==> config.mk <==
export PLATFORM = sky130hd
export DESIGN_NAME = store_lane_buffer
export DESIGN_NICKNAME = d
export VERILOG_FILES = /design/src/rtl/store_lane_buffer_pkg.sv /design/src/rtl/store_lane_buffer_encode.sv /design/src/rtl/store_lane_buffer.sv
export SDC_FILE = /design/constraint.sdc
export NUM_CORES = 1
export LEC_CHECK = 0
export CORE_MARGIN = 4
export CORE_UTILIZATION = 50
export CTS_CLUSTER_DIAMETER = 60
export CTS_CLUSTER_SIZE = 24
export DETAILED_ROUTE_END_ITERATION = 7
export HOLD_SLACK_MARGIN = 0.1
export PLACE_DENSITY = 0.81
export SLEW_MARGIN = 10
export SYNTH_ARGS = -nofsm -noshare
export SYNTH_HDL_FRONTEND = slang
export SYNTH_SLANG_ARGS = --single-unit
export TNS_END_PERCENT = 30
==> constraint.sdc <==
create_clock -name clk -period 4.35 [get_ports clk]
set_input_delay 0.87 -clock clk [delete_from_list [all_inputs] [get_ports clk]]
set_output_delay 0.87 -clock clk [all_outputs]
set_load 0.01 [all_outputs]
==> src/rtl/store_lane_buffer_pkg.sv <==
// Shared opcode field, store opcodes and lane constants for the store lane buffer.
// Imported by the lane encoder and by the buffer top level.
package store_lane_buffer_pkg;

  localparam int OP_MSB = 31;
  localparam int OP_LSB = 26;
  localparam int OP_W   = OP_MSB - OP_LSB + 1;
  localparam int DATA_W = 32;
  localparam int BE_W   = 4;

  localparam logic [OP_W-1:0] OP_SB = 6'h28;
  localparam logic [OP_W-1:0] OP_SH = 6'h29;
  localparam logic [OP_W-1:0] OP_SW = 6'h2B;

  typedef enum logic [1:0] {
    ST_NONE,
    ST_BYTE,
    ST_HALF,
    ST_WORD
  } st_size_e;

  function automatic st_size_e decode_size(input logic [OP_W-1:0] op);
    case (op)
      OP_SB:   return ST_BYTE;
      OP_SH:   return ST_HALF;
      OP_SW:   return ST_WORD;
      default: return ST_NONE;
    endcase
  endfunction

endpackage

==> src/rtl/store_lane_buffer_encode.sv <==
// Combinational store narrowing: replicates SB/SH/SW data into big-endian
// byte lanes, builds byte enables and flags misaligned or non-store opcodes.
module store_lane_encode
  import store_lane_buffer_pkg::*;
(
  input  logic [OP_W-1:0]   op,
  input  logic [1:0]        addr_lo,
  input  logic [DATA_W-1:0] data,
  output logic [DATA_W-1:0] wdata,
  output logic [BE_W-1:0]   be,
  output logic              misaligned,
  output logic              illegal
);

  // Lane 3 (bits 31:24) holds byte offset 0, so enables shift right with offset.
  always_comb begin
    wdata      = '0;
    be         = '0;
    misaligned = 1'b0;
    illegal    = 1'b0;
    case (decode_size(op))
      ST_BYTE: begin
        wdata = {4{data[7:0]}};
        be    = 4'b1000 >> addr_lo;
      end
      ST_HALF: begin
        if (addr_lo[0]) begin
          misaligned = 1'b1;
        end else begin
          wdata = {2{data[15:0]}};
          be    = addr_lo[1] ? 4'b0011 : 4'b1100;
        end
      end
      ST_WORD: begin
        if (addr_lo != 2'b00) begin
          misaligned = 1'b1;
        end else begin
          wdata = data;
          be    = 4'b1111;
        end
      end
      default: illegal = 1'b1;
    endcase
  end

endmodule

==> src/rtl/store_lane_buffer.sv <==
// Store buffer: encodes MEM-stage stores into lanes and queues them in a FIFO
// that drains to data memory over valid/ready, so stores retire without stalling.
module store_lane_buffer
  import store_lane_buffer_pkg::*;
#(
  parameter int DEPTH  = 4,
  parameter int ADDR_W = 32
) (
  input  logic                     clk,
  input  logic                     rst_n,
  input  logic                     st_valid,
  output logic                     st_ready,
  input  logic [31:0]              st_instr,
  input  logic [ADDR_W-1:0]        st_addr,
  input  logic [DATA_W-1:0]        st_data,
  output logic                     st_misaligned,
  output logic                     st_illegal,
  output logic                     mem_valid,
  input  logic                     mem_ready,
  output logic [ADDR_W-1:0]        mem_addr,
  output logic [DATA_W-1:0]        mem_wdata,
  output logic [BE_W-1:0]          mem_be,
  output logic [$clog2(DEPTH):0]   count,
  output logic                     empty
);

  localparam int PTR_W = $clog2(DEPTH);
  localparam int CNT_W = PTR_W + 1;

  logic [ADDR_W-1:0] addr_q  [DEPTH];
  logic [ADDR_W-1:0] addr_d  [DEPTH];
  logic [DATA_W-1:0] wdata_q [DEPTH];
  logic [DATA_W-1:0] wdata_d [DEPTH];
  logic [BE_W-1:0]   be_q    [DEPTH];
  logic [BE_W-1:0]   be_d    [DEPTH];

  logic [PTR_W-1:0] wr_ptr_q, wr_ptr_d;
  logic [PTR_W-1:0] rd_ptr_q, rd_ptr_d;
  logic [CNT_W-1:0] count_q, count_d;
  logic             full_q, full_d;
  logic             empty_q, empty_d;
  logic             misaligned_q, misaligned_d;
  logic             illegal_q, illegal_d;

  logic [DATA_W-1:0] enc_wdata;
  logic [BE_W-1:0]   enc_be;
  logic              enc_misaligned;
  logic              enc_illegal;
  logic              accept;
  logic              push;
  logic              pop;
  logic              unused_instr_bits;

  assign unused_instr_bits = ^st_instr[OP_LSB-1:0];

  store_lane_encode u_encode (
    .op         (st_instr[OP_MSB:OP_LSB]),
    .addr_lo    (st_addr[1:0]),
    .data       (st_data),
    .wdata      (enc_wdata),
    .be         (enc_be),
    .misaligned (enc_misaligned),
    .illegal    (enc_illegal)
  );

  // Readiness comes from the registered full flag only, so a pop never frees a slot same-cycle.
  assign accept = st_valid && !full_q;
  assign push   = accept && !enc_misaligned && !enc_illegal;
  assign pop    = !empty_q && mem_ready;

  always_comb begin
    addr_d       = addr_q;
    wdata_d      = wdata_q;
    be_d         = be_q;
    wr_ptr_d     = wr_ptr_q;
    rd_ptr_d     = rd_ptr_q;
    count_d      = count_q;
    misaligned_d = accept && enc_misaligned;
    illegal_d    = accept && enc_illegal;

    if (push) begin
      addr_d[wr_ptr_q]  = {st_addr[ADDR_W-1:2], 2'b00};
      wdata_d[wr_ptr_q] = enc_wdata;
      be_d[wr_ptr_q]    = enc_be;
      wr_ptr_d          = wr_ptr_q + PTR_W'(1);
    end
    if (pop) begin
      rd_ptr_d = rd_ptr_q + PTR_W'(1);
    end

    if (push && !pop) begin
      count_d = count_q + CNT_W'(1);
    end else if (!push && pop) begin
      count_d = count_q - CNT_W'(1);
    end

    full_d  = (count_d == CNT_W'(DEPTH));
    empty_d = (count_d == '0);
  end

  always_ff @(posedge clk or negedge rst_n) begin
    if (!rst_n) begin
      for (int i = 0; i < DEPTH; i++) begin
        addr_q[i]  <= '0;
        wdata_q[i] <= '0;
        be_q[i]    <= '0;
      end
      wr_ptr_q     <= '0;
      rd_ptr_q     <= '0;
      count_q      <= '0;
      full_q       <= 1'b0;
      empty_q      <= 1'b1;
      misaligned_q <= 1'b0;
      illegal_q    <= 1'b0;
    end else begin
      addr_q       <= addr_d;
      wdata_q      <= wdata_d;
      be_q         <= be_d;
      wr_ptr_q     <= wr_ptr_d;
      rd_ptr_q     <= rd_ptr_d;
      count_q      <= count_d;
      full_q       <= full_d;
      empty_q      <= empty_d;
      misaligned_q <= misaligned_d;
      illegal_q    <= illegal_d;
    end
  end

  assign st_ready      = !full_q;
  assign mem_valid     = !empty_q;
  assign mem_addr      = addr_q[rd_ptr_q];
  assign mem_wdata     = wdata_q[rd_ptr_q];
  assign mem_be        = be_q[rd_ptr_q];
  assign count         = count_q;
  assign empty         = empty_q;
  assign st_misaligned = misaligned_q;
  assign st_illegal    = illegal_q;

endmodule

Word level (Yosys, flattened, before mapping). Index checks and enable logic that the tools add are counted. W data, S select, Z words.

Register bits: 283. Input port bits: 100. Output and inout bits: 76. Word-level logic and storage cells: 83.

Add/subtract/negate cells: 4. $lt $le $gt $ge: 3. Eq/ne operators: 7. Shift operators: 1. Multiplexer cells: 30. Bitwise gates (word level): 2. Reduce and logical (&&, ||, !) cells: 17.

Operators with widths (number): $bwmux W128 (2); $mux W32 (7); $bmux W32 S2 (2); $pmux W32 S3 (1); $demux W32 S2 (1); $mux W4 (6); $eq A6 B6 Y1 const B (3); $bwmux W16 (1); $pmux W4 S3 (1); $logic_and A1 B1 Y1 (9); $bmux W4 S2 (1); $demux W4 S2 (1); $ge A3 B3 Y1 const B (2); $mux W3 (2); $not A2 Y3 (2); $pmux W2 S3 (1); $logic_not A1 Y1 (5); $add A2 B1 Y2 const B (2); $eq A2 B2 Y1 const B (2); $shr A4 B2 Y4 const A (1); $add A3 B1 Y3 const B (1); $eq A3 B3 Y1 const B (1); $logic_not A3 Y1 (1); $lt A3 B1 Y1 const B (1); 6 further kinds (8).

Longest topological paths before layout. Gate-level depths: netlist (run 1).

Word-level depth: 12. Gate-level depth with buffers: 8. Gate-level depth less buffers: 6.

Modules after synthesis. Synthesis (run 1) repeated with hierarchy kept, for this count alone.

Cells, all modules: 793. Area total of the unflattened synthesis: 12568.3 um^2.

Modules (own cells, without submodules): store_lane_buffer (instances 1, cells each 698, area each 11991.5 um^2, seq. area each 6882.9 um^2); store_lane_encode (instances 1, cells each 95, area each 576.8 um^2, seq. area each 0.0 um^2).

Least setup slack after synthesis (run 1). OpenSTA, ideal clock, no wires.

Kind: register to output. Start point: reg rd_ptr_q[0]. End point: out mem_addr[13]. Arrival time: 1.628 ns. Required time: 3.480 ns. Path slack: 1.852 ns. Cell stages (with the launch flop): 5. Path buffers: 3. Path through: dfrtp_1 -> clkbuf_1 -> buf_2 -> buf_2 -> mux4_2.

Cells in the longest elaborated chain, start to end: 4.

RTL lines: from (decl) (RTL line store_lane_buffer.sv:38) `logic [PTR_W-1:0] rd_ptr_q, rd_ptr_d;`; from (signal assigned) (RTL line store_lane_buffer.sv:120) `rd_ptr_q <= rd_ptr_d;`; $not A2 Y3 (implied by the code) (RTL line store_lane_buffer.sv:131) `assign mem_addr = addr_q[rd_ptr_q];`; $bmux W32 S2 (RTL line store_lane_buffer.sv:131); $mux W32 (implied by the code) (2 in series) (RTL line store_lane_buffer.sv:131); to (decl) (RTL line store_lane_buffer.sv:20) `output logic [ADDR_W-1:0] mem_addr,`.

No other way between the ends. The select of a mux whose other input is x is not followed.

Final worst setup path (run 1).
Start point: reg rd_ptr_q[0]. End point: out mem_be[0].

Cells in the longest elaborated chain, start to end: 4.

RTL lines: $not A2 Y3 (implied by the code) (RTL line store_lane_buffer.sv:133) `assign mem_be = be_q[rd_ptr_q];`; $bmux W4 S2 (RTL line store_lane_buffer.sv:133); $mux W4 (implied by the code) (2 in series) (RTL line store_lane_buffer.sv:133); to (decl) (RTL line store_lane_buffer.sv:22) `output logic [BE_W-1:0] mem_be,`.

No other way between the ends. The select of a mux whose other input is x is not followed.

==> flow_summary.html, run 1 <==
<table>
<tr><th>Metric</th><th>Value</th></tr>
<tr><th colspan="2">Status</th></tr>
<tr><td>Outcome</td><td>complete, no violations</td></tr>
<tr><th colspan="2">Power</th></tr>
<tr><td>Power density over cell area</td><td>between 400 and 500 nW/µm²</td></tr>
<tr><td>Switching portion of total power</td><td>29.8%</td></tr>
<tr><td>Switching power</td><td>1.99 mW</td></tr>
<tr><td>Worst-case vdd ir drop</td><td>around 320 µV</td></tr>
<tr><td>Part of the total power dissipated in combinational logic</td><td>a little over a fifth</td></tr>
<tr><td>Leak pwr</td><td>7.13 nW</td></tr>
<tr><td>Clock Power Share</td><td>roughly a third</td></tr>
<tr><td>Part of the total power dissipated in sequential elements</td><td>45.8%</td></tr>
<tr><td>Internal power of the cells</td><td>approximately 4.7 mW</td></tr>
<tr><th colspan="2">Placed design</th></tr>
<tr><td>Global placer's final weighted congestion</td><td>about 0.83</td></tr>
<tr><td>Placement Cell Area</td><td>14400 µm²</td></tr>
<tr><td>Cell count after placement</td><td>around 1300</td></tr>
<tr><td>HPWL after detailed placement</td><td>18.1 mm</td></tr>
<tr><td>Number of buffers inserted by port buffering</td><td>between 100 and 150</td></tr>
<tr><td>DP Worst Slack</td><td>slightly below 900 ps</td></tr>
<tr><th colspan="2">Cells and area</th></tr>
<tr><td>Number of non-filler instances in the completed layout</td><td>between 1000 and 1500</td></tr>
<tr><td>Filler cells</td><td>1826</td></tr>
<tr><td>Area of the multi-input gates</td><td>about 5300 µm²</td></tr>
<tr><td>Layout area overhead</td><td>21.3%</td></tr>
<tr><td>Sequential cell area</td><td>a little under 7000 µm²</td></tr>
<tr><td>Total Nets Final</td><td>between 1000 and 1500</td></tr>
<tr><td>Layout cell share with drive strength beyond 1</td><td>approximately 37%</td></tr>
<tr><td>Number of diodes</td><td>0</td></tr>
<tr><td>Cell area after layout</td><td>roughly 15000 µm²</td></tr>
<tr><td>Commonest cells after routing, fill and taps aside</td><td>dfrtp_1, mux2_2, clkdlybuf4s50_1, mux4_2, nand2_1</td></tr>
<tr><td>Leading cell type in the layout, fill and taps excluded</td><td>dfrtp_1</td></tr>
<tr><th colspan="2">STA</th></tr>
<tr><td>Relative slew slack</td><td>39.7%</td></tr>
<tr><td>Setup violation total in the final timing report</td><td>0</td></tr>
<tr><td>Transition time at the pin with the least slew margin</td><td>~900 ps</td></tr>
<tr><td>Final period util</td><td>a little over four fifths</td></tr>
<tr><td>Final setup TNS</td><td>0 ps</td></tr>
<tr><td>Fmax</td><td>about 280 MHz</td></tr>
<tr><td>Count of final max-slew check failures</td><td>0</td></tr>
<tr><td>Clock period minus final worst setup slack</td><td>approximately 3600 ps</td></tr>
<tr><td>RSZ-0062 raised after global routing</td><td>no</td></tr>
<tr><td>Clk_skew</td><td>15.1 ps</td></tr>
<tr><td>Final hold violations</td><td>0</td></tr>
<tr><td>Worst hold-check slack</td><td>~430 ps</td></tr>
<tr><td>Final critical-path setup slack</td><td>729 ps</td></tr>
<tr><th colspan="2">Synth</th></tr>
<tr><td>Sequential cell area fraction in the yosys report</td><td>54.9%</td></tr>
<tr><td>Number of distinct library cells after synthesis</td><td>between 40 and 50</td></tr>
<tr><td>Syn_area_per_cell</td><td>~15 µm²</td></tr>
<tr><td>Yosys warns</td><td>0</td></tr>
<tr><td>Area share of the largest cell type after synthesis</td><td>between 50% and 60%</td></tr>
<tr><td>Proportion of synthesized flip-flops having asynchronous set or reset</td><td>100%</td></tr>
<tr><td>Synth top area cells</td><td>dfrtp_1, mux2_2, mux4_2</td></tr>
<tr><td>Count of flip-flops with a built-in enable after synthesis</td><td>0</td></tr>
<tr><td>Gate count of the mapped netlist</td><td>about 840</td></tr>
<tr><td>Cell type with the highest aggregate area in the netlist</td><td>dfrtp_1</td></tr>
<tr><td>Combined area of all synthesized cells</td><td>roughly 13000 µm²</td></tr>
<tr><td>Ys flop type</td><td>dfrtp_1</td></tr>
<tr><td>Synthesis-stage register bit count</td><td>275</td></tr>
<tr><th colspan="2">CTS</th></tr>
<tr><td>Num Clock Sinks</td><td>275</td></tr>
<tr><td>Clock buffer count from CTS</td><td>23</td></tr>
<tr><td>Post-cts repair resize count</td><td>0</td></tr>
<tr><td>Later-pin clock latency in the skew report</td><td>around 530 ps</td></tr>
<tr><td>CTS tree</td><td>done</td></tr>
<tr><td>Clock slew at reported path FFs</td><td>~90 ps</td></tr>
<tr><td>Clock tree buffer depth</td><td>3</td></tr>
<tr><td>Clock tree root buffer cell</td><td>clkbuf_16</td></tr>
<tr><td>H-tree levels</td><td>1</td></tr>
<tr><td>Number of setup buffers added after CTS</td><td>0</td></tr>
<tr><td>Cts-stage hold buffer count</td><td>0</td></tr>
<tr><th colspan="2">Worst setup path</th></tr>
<tr><td>Critical setup path kind</td><td>flip-flop to output port</td></tr>
<tr><td>Slowest CP cell</td><td>dfrtp_4</td></tr>
<tr><td>CP max stage delay</td><td>800 ps</td></tr>
<tr><td>Worst setup endpoint</td><td>mem_be[0]</td></tr>
<tr><td>Destination of the worst register-to-register timing path</td><td>wdata_q[94]$_DFFE_PN0P_</td></tr>
<tr><td>Total number of cells along the worst setup path</td><td>3</td></tr>
<tr><td>Worst reg2reg startpoint</td><td>full_q$_DFF_PN0_</td></tr>
<tr><td>Crit. End Element</td><td>output port</td></tr>
<tr><td>Worst endpoint required time</td><td>approximately 3500 ps</td></tr>
<tr><td>Kind of cell with the highest combined delay on the critical path</td><td>buffers and inverters</td></tr>
<tr><td>CP cell instances</td><td>buf_4 &gt; mux4_2 &gt; clkdlybuf4s50_1</td></tr>
<tr><td>Beginning of the critical path</td><td>rd_ptr_q[0]$_DFFE_PN0P_</td></tr>
<tr><td>Largest fanout of any net on the critical path</td><td>25</td></tr>
<tr><td>Worst path bufs/invs</td><td>2</td></tr>
<tr><td>Reg-to-reg slack, setup</td><td>between 2000 and 2500 ps</td></tr>
<tr><td>Worst endpoint data arrival time</td><td>2750 ps</td></tr>
<tr><td>R2R cell count</td><td>6</td></tr>
<tr><td>Type of element launching the critical path</td><td>flip-flop</td></tr>
<tr><th colspan="2">Route</th></tr>
<tr><td>Drt via density</td><td>5.80</td></tr>
<tr><td>Residual antenna-violating net count after detailed routing</td><td>0</td></tr>
<tr><td>Routed wire per std cell</td><td>21.6 µm</td></tr>
<tr><td>Pre-antenna DRT Iters</td><td>5</td></tr>
<tr><td>Number of remaining DRC errors</td><td>0</td></tr>
<tr><td>Number of vias after detailed routing</td><td>7584</td></tr>
<tr><td>Initial drt markers</td><td>between 500 and 600</td></tr>
<tr><td>Sum of routed wire length over all layers</td><td>between 20 and 30 mm</td></tr>
<tr><th colspan="2">GRT</th></tr>
<tr><td>Antenna violations before repair</td><td>1</td></tr>
<tr><td>Maximum number of pins on one net before global-route repair</td><td>around 120</td></tr>
<tr><td>GRT Total Usage</td><td>roughly 20%</td></tr>
<tr><td>Wire length of the first global-routing pass</td><td>~46 mm</td></tr>
<tr><td>Residual overflow from global routing</td><td>0</td></tr>
<tr><td>Via count of the first global-routing pass</td><td>8232</td></tr>
<tr><th colspan="2">Floorplanning</th></tr>
<tr><td>Die footprint</td><td>around 28000 µm²</td></tr>
<tr><td>Initial cell density of the core</td><td>between 50% and 60%</td></tr>
<tr><td>Site Rows</td><td>57</td></tr>
<tr><td># IOs</td><td>~180</td></tr>
<tr><td>Placeable core region</td><td>approximately 24000 µm²</td></tr>
<tr><td>Die Span Y</td><td>166 µm</td></tr>
<tr><td>Die Wd</td><td>166 µm</td></tr>
<tr><th colspan="2">Job</th></tr>
<tr><td>Maximum capacitance violations</td><td>0</td></tr>
<tr><th colspan="2">Min path</th></tr>
<tr><td>Path category of the worst min-delay check</td><td>input port to asynchronous set/reset pin</td></tr>
</table>
logic make-up after synthesis:
family / share of synthesized area [%]
AND/OR/NAND/NOR: 3.32
adder cells (fa/ha/maj): 0.759
flip-flops: 54.9
AO/OA/AOI/OAI: 4.36
other: 0.0299
multiplexers: 33.5
XOR/XNOR: 0.419
buffers and inverters: 2.72
power groups by stage:
| stage | sequential, mW | clock, mW | combinational [mW] |
|---|---|---|---|
| finish | 3.06 | 2.16 | 1.45 |
| global route | 3.10 | 2.31 | 1.56 |
| CTS | 3.06 | 2.22 | 1.47 |
| detailed placement | 3.11 | 0 | 1.47 |
| global placement | 3.09 | 0 | 1.44 |
| floorplan | 2.91 | 0 | 0.986 |
per-layer routing:
| layer | wire length (µm) | up-vias | GRT usage [%] | share of wire (%) |
|---|---|---|---|---|
| li1 | - | 3339 | - | - |
| met1 | 11900 | 3958 | 27.6 | 42 |
| met2 | 13400 | 238 | 32.6 | 48 |
| met3 | 2250 | 47 | 6.31 | 8.0 |
| met4 | 576 | 2 | 4.66 | 2.0 |
| met5 | 20 | - | 0 | 0.071 |
layout make-up:
class                   instances  share of cell area (%)
repair buffers                167                    11.4
well taps                     324                    2.67
inverters                       9                   0.222
flip-flops and latches        275                    45.3
clock inverters                16                    1.36
multi-input cells             492                    35.1
clock buffers                  25                    3.90
synthesized netlist by cell type (3+ instances only):
library cell  count
mux4_2           66
a2bb2oi_1         8
mux2_2          197
a21oi_1           3
nand2_1          52
nor3_1            3
xnor2_1           4
dfrtp_1         274
a22oi_1          24
o21ai_0          34
mux2_4           32
o31ai_1           4
buf_1             9
clkbuf_1         20
buf_6             6
ha_1              6
nor2_1           29
buf_2            23
inv_1             8
nor2b_1           3
worst min path at each step:
| stage | from | end | slack (ps) | depth (start not counted) |
|---|---|---|---|---|
| floorplan | be_q[7]$_DFFE_PN0P_ | be_q[7]$_DFFE_PN0P_ | 440 | 2 |
| global placement | be_q[7]$_DFFE_PN0P_ | be_q[7]$_DFFE_PN0P_ | 460 | 2 |
| detailed placement | wdata_q[39]$_DFFE_PN0P_ | wdata_q[39]$_DFFE_PN0P_ | 470 | 2 |
| CTS | rst_n | wdata_q[66]$_DFFE_PN0P_ | 460 | 1 |
| global route | rst_n | wdata_q[66]$_DFFE_PN0P_ | 500 | 1 |
| finish | rst_n | wdata_q[4]$_DFFE_PN0P_ | 430 | 1 |
through the flow:
step | total power [mW] | util [%]
after detailed placement | 4.58 | 58.9
final | 6.67 | 62.1
after CTS | 6.76 | 62.1
after global routing | 6.98 | 62.1
after floorplan | 3.90 | -
after global placement | 4.54 | 58.9
flip-flops by register name, summed over array words and instances, names as in the netlist:
register	flops
count	3
empty	1
wdata_q	128
addr_q	120
rd_ptr_q	2
wr_ptr_q	2
full_q	1
st_misaligned	1
st_illegal	1
be_q	16
worst register-to-register path, cell delays in order (launching register included):
cell and delay [ps]:
dfrtp_1 390, nand2b_1 250, a2111oi_4 250, buf_4 220
nand2_4 240, buf_4 370, mux2_4 340
Note: power is estimated with default switching activity, not from simulation.
==> run 2: changes to the inputs <==
PLACE_DENSITY = 0.84   (was 0.81)
clock period = 3 ns   (was 4.35 ns; I/O delays follow)
==> flow_summary.html, run 2 (same netlist as run 1, synthesis figures left out) <==
<table>
<tr><th>Metric</th><th>Value</th></tr>
<tr><th colspan="2">Worst setup path</th></tr>
<tr><td>Total number of cells along the worst setup path</td><td>4</td></tr>
<tr><td>Type of element launching the critical path</td><td>flip-flop</td></tr>
<tr><td>Library cell appearing most often on the critical path</td><td>buf_12</td></tr>
<tr><td>Critical setup path kind</td><td>flip-flop to output port</td></tr>
<tr><td>CP cell instances</td><td>buf_12 &gt; buf_12 &gt; mux4_2 &gt; clkdlybuf4s50_1</td></tr>
<tr><td>Worst setup endpoint</td><td>mem_be[0]</td></tr>
<tr><td>Kind of cell with the highest combined delay on the critical path</td><td>buffers and inverters</td></tr>
<tr><td>Destination of the worst register-to-register timing path</td><td>full_q$_DFF_PN0_</td></tr>
<tr><td>Crit. End Element</td><td>output port</td></tr>
<tr><td>Worst endpoint data arrival time</td><td>approximately 2300 ps</td></tr>
<tr><td>R2R cell count</td><td>7</td></tr>
<tr><td>Beginning of the critical path</td><td>rd_ptr_q[0]$_DFFE_PN0P_</td></tr>
<tr><td>Largest fanout of any net on the critical path</td><td>16</td></tr>
<tr><td>Worst reg2reg startpoint</td><td>full_q$_DFF_PN0_</td></tr>
<tr><td>Reg-to-reg slack, setup</td><td>about 1100 ps</td></tr>
<tr><td>Worst endpoint required time</td><td>between 2000 and 2500 ps</td></tr>
<tr><td>Slowest CP cell</td><td>mux4_2</td></tr>
<tr><td>CP max stage delay</td><td>between 500 and 600 ps</td></tr>
<tr><td>Worst path bufs/invs</td><td>3</td></tr>
<tr><th colspan="2">Cells and area</th></tr>
<tr><td>Area of the multi-input gates</td><td>~5300 µm²</td></tr>
<tr><td>Registers with the highest flip-flop counts</td><td>wdata_q: 128 flops, addr_q: 120 flops, be_q: 16 flops</td></tr>
<tr><td>Layout area overhead</td><td>23.5%</td></tr>
<tr><td>Layout cell share with drive strength beyond 1</td><td>about two fifths</td></tr>
<tr><td>Flip-flop count of the largest register after layout</td><td>approximately 130</td></tr>
<tr><td>Largest reg by FF count</td><td>wdata_q</td></tr>
<tr><td>Number of diodes</td><td>0</td></tr>
<tr><td>Commonest cells after routing, fill and taps aside</td><td>dfrtp_1, mux2_2, clkdlybuf4s50_1, mux4_2, nand2_1</td></tr>
<tr><td>Total Nets Final</td><td>roughly 1100</td></tr>
<tr><td>Cell area after layout</td><td>about 15000 µm²</td></tr>
<tr><td>Leading cell type in the layout, fill and taps excluded</td><td>dfrtp_1</td></tr>
<tr><td>Sequential cell area</td><td>slightly below 7000 µm²</td></tr>
<tr><td>Filler cells</td><td>around 1800</td></tr>
<tr><th colspan="2">Placed design</th></tr>
<tr><td>Number of buffers inserted by port buffering</td><td>about 150</td></tr>
<tr><td>Placement Cell Area</td><td>approximately 15000 µm²</td></tr>
<tr><td>HPWL after detailed placement</td><td>approximately 19 mm</td></tr>
<tr><td>Global placer's final weighted congestion</td><td>about 0.87</td></tr>
<tr><th colspan="2">Floorplanning</th></tr>
<tr><td>Initial cell density of the core</td><td>slightly above 50%</td></tr>
<tr><td>Die Span Y</td><td>about 170 µm</td></tr>
<tr><td>Die Wd</td><td>between 150 and 200 µm</td></tr>
<tr><td>Die footprint</td><td>about 28000 µm²</td></tr>
<tr><td># IOs</td><td>176</td></tr>
<tr><td>Placeable core region</td><td>around 24000 µm²</td></tr>
<tr><td>Site Rows</td><td>57</td></tr>
<tr><th colspan="2">Route</th></tr>
<tr><td>Routed wire per std cell</td><td>roughly 21 µm</td></tr>
<tr><td>Residual antenna-violating net count after detailed routing</td><td>0</td></tr>
<tr><td>Number of vias after detailed routing</td><td>7651</td></tr>
<tr><td>Total routed wire length on the met1 layer</td><td>between 10 and 15 mm</td></tr>
<tr><td>Top Metal Used</td><td>met4</td></tr>
<tr><td>Met3 routed WL</td><td>about 1.8 mm</td></tr>
<tr><td>Pre-antenna DRT Iters</td><td>5</td></tr>
<tr><td>Sum of routed wire length over all layers</td><td>28.5 mm</td></tr>
<tr><td>Initial drt markers</td><td>548</td></tr>
<tr><td>Drt via density</td><td>around 5.8</td></tr>
<tr><td>Number of remaining DRC errors</td><td>0</td></tr>
<tr><td>Met2 wirelength from detailed routing</td><td>14.0 mm</td></tr>
<tr><th colspan="2">Status</th></tr>
<tr><td>Outcome</td><td>complete, no violations</td></tr>
<tr><th colspan="2">STA</th></tr>
<tr><td>Relative slew slack</td><td>between 50% and 60%</td></tr>
<tr><td>Setup violation total in the final timing report</td><td>0</td></tr>
<tr><td>RSZ-0062 raised after global routing</td><td>no</td></tr>
<tr><td>Count of final max-slew check failures</td><td>0</td></tr>
<tr><td>Clk_skew</td><td>roughly 25 ps</td></tr>
<tr><td>Final period util</td><td>97.1%</td></tr>
<tr><td>Final hold violations</td><td>0</td></tr>
<tr><td>Final setup TNS</td><td>0 ps</td></tr>
<tr><td>Transition time at the pin with the least slew margin</td><td>~680 ps</td></tr>
<tr><td>Fmax</td><td>roughly 340 MHz</td></tr>
<tr><td>Clock period minus final worst setup slack</td><td>2910 ps</td></tr>
<tr><th colspan="2">Power</th></tr>
<tr><td>Switching power</td><td>2.79 mW</td></tr>
<tr><td>Part of the total power dissipated in combinational logic</td><td>roughly a quarter</td></tr>
<tr><td>Leak pwr</td><td>7.31 nW</td></tr>
<tr><td>Switching portion of total power</td><td>28.1%</td></tr>
<tr><td>Internal power of the cells</td><td>around 7.2 mW</td></tr>
<tr><td>Power density over cell area</td><td>643 nW/µm²</td></tr>
<tr><td>Worst-case vdd ir drop</td><td>approximately 510 µV</td></tr>
<tr><td>Clock Power Share</td><td>32.2%</td></tr>
<tr><td>Part of the total power dissipated in sequential elements</td><td>between 40% and 50%</td></tr>
<tr><td>Pwr Total</td><td>around 9.9 mW</td></tr>
<tr><th colspan="2">CTS</th></tr>
<tr><td>Clock slew at reported path FFs</td><td>roughly 80 ps</td></tr>
<tr><td>Clock tree buffer depth</td><td>3</td></tr>
<tr><td>Clock tree root buffer cell</td><td>clkbuf_16</td></tr>
<tr><td>Later-pin clock latency in the skew report</td><td>around 520 ps</td></tr>
<tr><td>CTS tree</td><td>done</td></tr>
<tr><td>Clock buffer count from CTS</td><td>21</td></tr>
<tr><td>H-tree levels</td><td>1</td></tr>
<tr><td>Num Clock Sinks</td><td>approximately 280</td></tr>
<tr><th colspan="2">Job</th></tr>
<tr><td>Maximum capacitance violations</td><td>0</td></tr>
<tr><th colspan="2">GRT</th></tr>
<tr><td>Wire length of the first global-routing pass</td><td>between 40 and 50 mm</td></tr>
<tr><td>Antenna violations before repair</td><td>0</td></tr>
<tr><td>Via count of the first global-routing pass</td><td>8399</td></tr>
<tr><td>Maximum number of pins on one net before global-route repair</td><td>84</td></tr>
<tr><td>GRT Total Usage</td><td>slightly above 20%</td></tr>
<tr><td>Residual overflow from global routing</td><td>0</td></tr>
<tr><th colspan="2">Min path</th></tr>
<tr><td>Path category of the worst min-delay check</td><td>input port to asynchronous set/reset pin</td></tr>
</table>
## run 2: power by group through the flow
stage | Clock [mW] | Combinational [mW] | Sequential (mW)
after global placement | 0 | 2.32 | 4.39
after global routing | 3.43 | 2.69 | 4.31
final | 3.20 | 2.48 | 4.26
after detailed placement | 0 | 2.35 | 4.42
after floorplan | 0 | 1.43 | 4.22
after CTS | 3.28 | 2.53 | 4.27
## run 2: layout make-up
type                    instances  area share, %
clock buffers                  22           3.48
clock inverters                15           1.67
inverters                       9          0.218
multi-input cells             492           34.5
flip-flops and latches        275           44.5
well taps                     324           2.62
repair buffers                189           13.0
## run 2: worst min-delay path by stage
| stage | end | cells past startpoint |
|---|---|---|
| final | wdata_q[98]$_DFFE_PN0P_ | 1 |
| after global routing | wdata_q[98]$_DFFE_PN0P_ | 1 |
| after CTS | wdata_q[64]$_DFFE_PN0P_ | 1 |
| after detailed placement | wdata_q[38]$_DFFE_PN0P_ | 2 |
| after global placement | be_q[3]$_DFFE_PN0P_ | 2 |
| after floorplan | addr_q[100]$_DFFE_PN0P_ | 0 |
## run 2: metrics by stage
stage | hold WS (ps) | cells | utilization [%] | setup slack (ps)
5_1_grt | 126 | 1326 | 63.3 | 0.501
2_1_floorplan | 304 | 836 | - | 772
6_report | 82.1 | 1326 | 63.3 | 88.2
3_3_place_gp | 455 | 1285 | 59.8 | 148
3_5_place_dp | 466 | 1285 | 59.8 | 130
4_1_cts | 105 | 1326 | 63.2 | 53.2
## run 2: worst reg2reg max path, stage by stage (launching register included)
cell	delay (ps)
dfrtp_1	410
nand2b_1	280
a2111oi_4	230
buf_4	230
buf_4	200
o32ai_1	80
a31oi_1	230
nor2b_1	180
## run 2: routing by layer
layer	up-vias	global-route usage, %
li1	3376	-
met1	4026	28.3
met2	211	34.9
met3	38	5.19
met4	0	3.24
met5	-	0
## run 2: repair_timing
action	in CTS	in global routing
setup endpoints to repair	53	2
setup buffers	4	0
gates resized for setup	0	2
cloned	0	0
hold buffers	0	0
pin swaps	0	0
==> RTL change: new RTL, settings of run 2 <==
`ADDR_W`: 32 -> 48.
--- a/src/rtl/store_lane_buffer.sv
+++ b/src/rtl/store_lane_buffer.sv
@@ -5,5 +5,5 @@
 #(
   parameter int DEPTH  = 4,
-  parameter int ADDR_W = 32
+  parameter int ADDR_W = 48
 ) (
   input  logic                     clk,
Ports: changed (resized mem_addr and st_addr); port bits go from 176 to 208. No check against the original RTL was run, so the function may have changed too.
==> RTL change against run 2 <==
  * Hold slack better by 0.40 ns
  * Synthesized area rose by 24%
  * Clock skew about the same
  * Sequential cell count up 64
  * Sequential share of layout area fell by 0.21 points
  * Design area rose by 24%
  * Combinational power grew 31%
  * First-iteration DRC count decreased by 18%
  * Register-to-register slack worse by 0.13 ns
  * Setup slack got worse by 0.052 ns
  * Wire length rose by 20%
  * Power up 26%
  * Critical path type unchanged
  * Largest power group unchanged
  * Highest routed layer unchanged
==> RTL change: results (changes against run 2) <==
| Metric | Value |
|---|---|
| Met1 routed wirelength after detailed routing | `14.3 mm (+16%)` |
| GR Util met2 | `34.4% (-0.52 points)` |
| Most numerous cell types in the synthesized netlist | `338 x sky130_fd_sc_hd__dfrtp_1, 164 x sky130_fd_sc_hd__mux2_1, 121 x sky130_fd_sc_hd__mux2_2, 82 x sky130_fd_sc_hd__mux4_2, 40 x sky130_fd_sc_hd__mux2_4` |
| Signal arrival time at the worst endpoint | `2.36 ns (+0.05 ns)` |
| Regs by FF count | `addr_q (184), wdata_q (128), be_q (16)` |
| # placed instances | `1496 (+16%)` |
| Clock Latency Late Sink | `0.55 ns (+0.03 ns)` |
| GRT Overall Usage | `19.9% (-0.83 points)` |
| Library cells used by synthesis | `42 (-2.3%)` |
| Initial drt markers | `448 (-18%)` |
| Worst setup path endpoint | `mem_wdata[20]` |
| FMAX | `337 MHz (-1.7%)` |
| Placement-stage cell area | `17800 um^2 (+22%)` |
| Synthesized-area fraction occupied by ao, oa, aoi and oai cells | `2.61% (-1.8 points)` |
| DR pass1 iterations | `4 (-1)` |
| Fraction of final layout cells sized beyond drive strength 1 | `29.7% (-8.6 points)` |
| Worst vdd rail ir drop | `431 uV (-15%)` |
| Run status | `completed` |
| Final worst hold slack | `0.484 ns (+0.402 ns)` |
| Total wire length after detailed routing | `34.1 mm (+20%)` |
| Number of buffers added to fix hold violations after cts | `1 (+1)` |
| Gate count after technology mapping | `955 (+14%)` |
| Final cell count without fillers | `1556 (+17%)` |
| Core utilization of the finished layout | `62.7% (-0.61 points)` |
| Vias in the first global route | `9740 (+16%)` |
| Static power due to leakage | `10.2 nW (+39%)` |
| Type of the worst min-delay path | `reg2reg` |
| Main area contributors after synthesis | `sky130_fd_sc_hd__dfrtp_1 55%, sky130_fd_sc_hd__mux2_1 12%, sky130_fd_sc_hd__mux4_2 12%` |
| Post-Synth Adder-Cell Area | `0.484% (-0.27 points)` |
| Total CTS buffers | `27 (+29%)` |
| HPWL after detailed placement | `21.9 mm (+16%)` |
[RTL change: cell types whose count changed after synthesis, sizes merged, moves of 2 or more]
cell / run 2 / this run
maj3: 2 / 0
dfrtp: 274 / 338
mux4: 66 / 82
o21ai: 34 / 1
nand2: 53 / 14
nor2: 29 / 33
and3: 0 / 2
or3: 2 / 0
mux2: 229 / 325
buf: 40 / 49
and2: 1 / 10
inv: 8 / 6
[RTL change: where the power goes]
group | switching [mW] | internal [mW] | total (mW)
sequential | 0.264 | 5.02 | 5.28
combinational | 1.42 | 1.84 | 3.26
clock | 1.90 | 2.04 | 3.94
total | 3.59 | 8.89 | 12.5
[RTL change: layout make-up]
class | count | share of cell area (%)
clock buffer | 27 | 3.53
clock inverter | 23 | 1.65
inverter | 7 | 0.137
multi-input combinational | 542 | 34.2
sequential | 339 | 44.3
tap | 396 | 2.59
timing repair buffer | 222 | 13.6
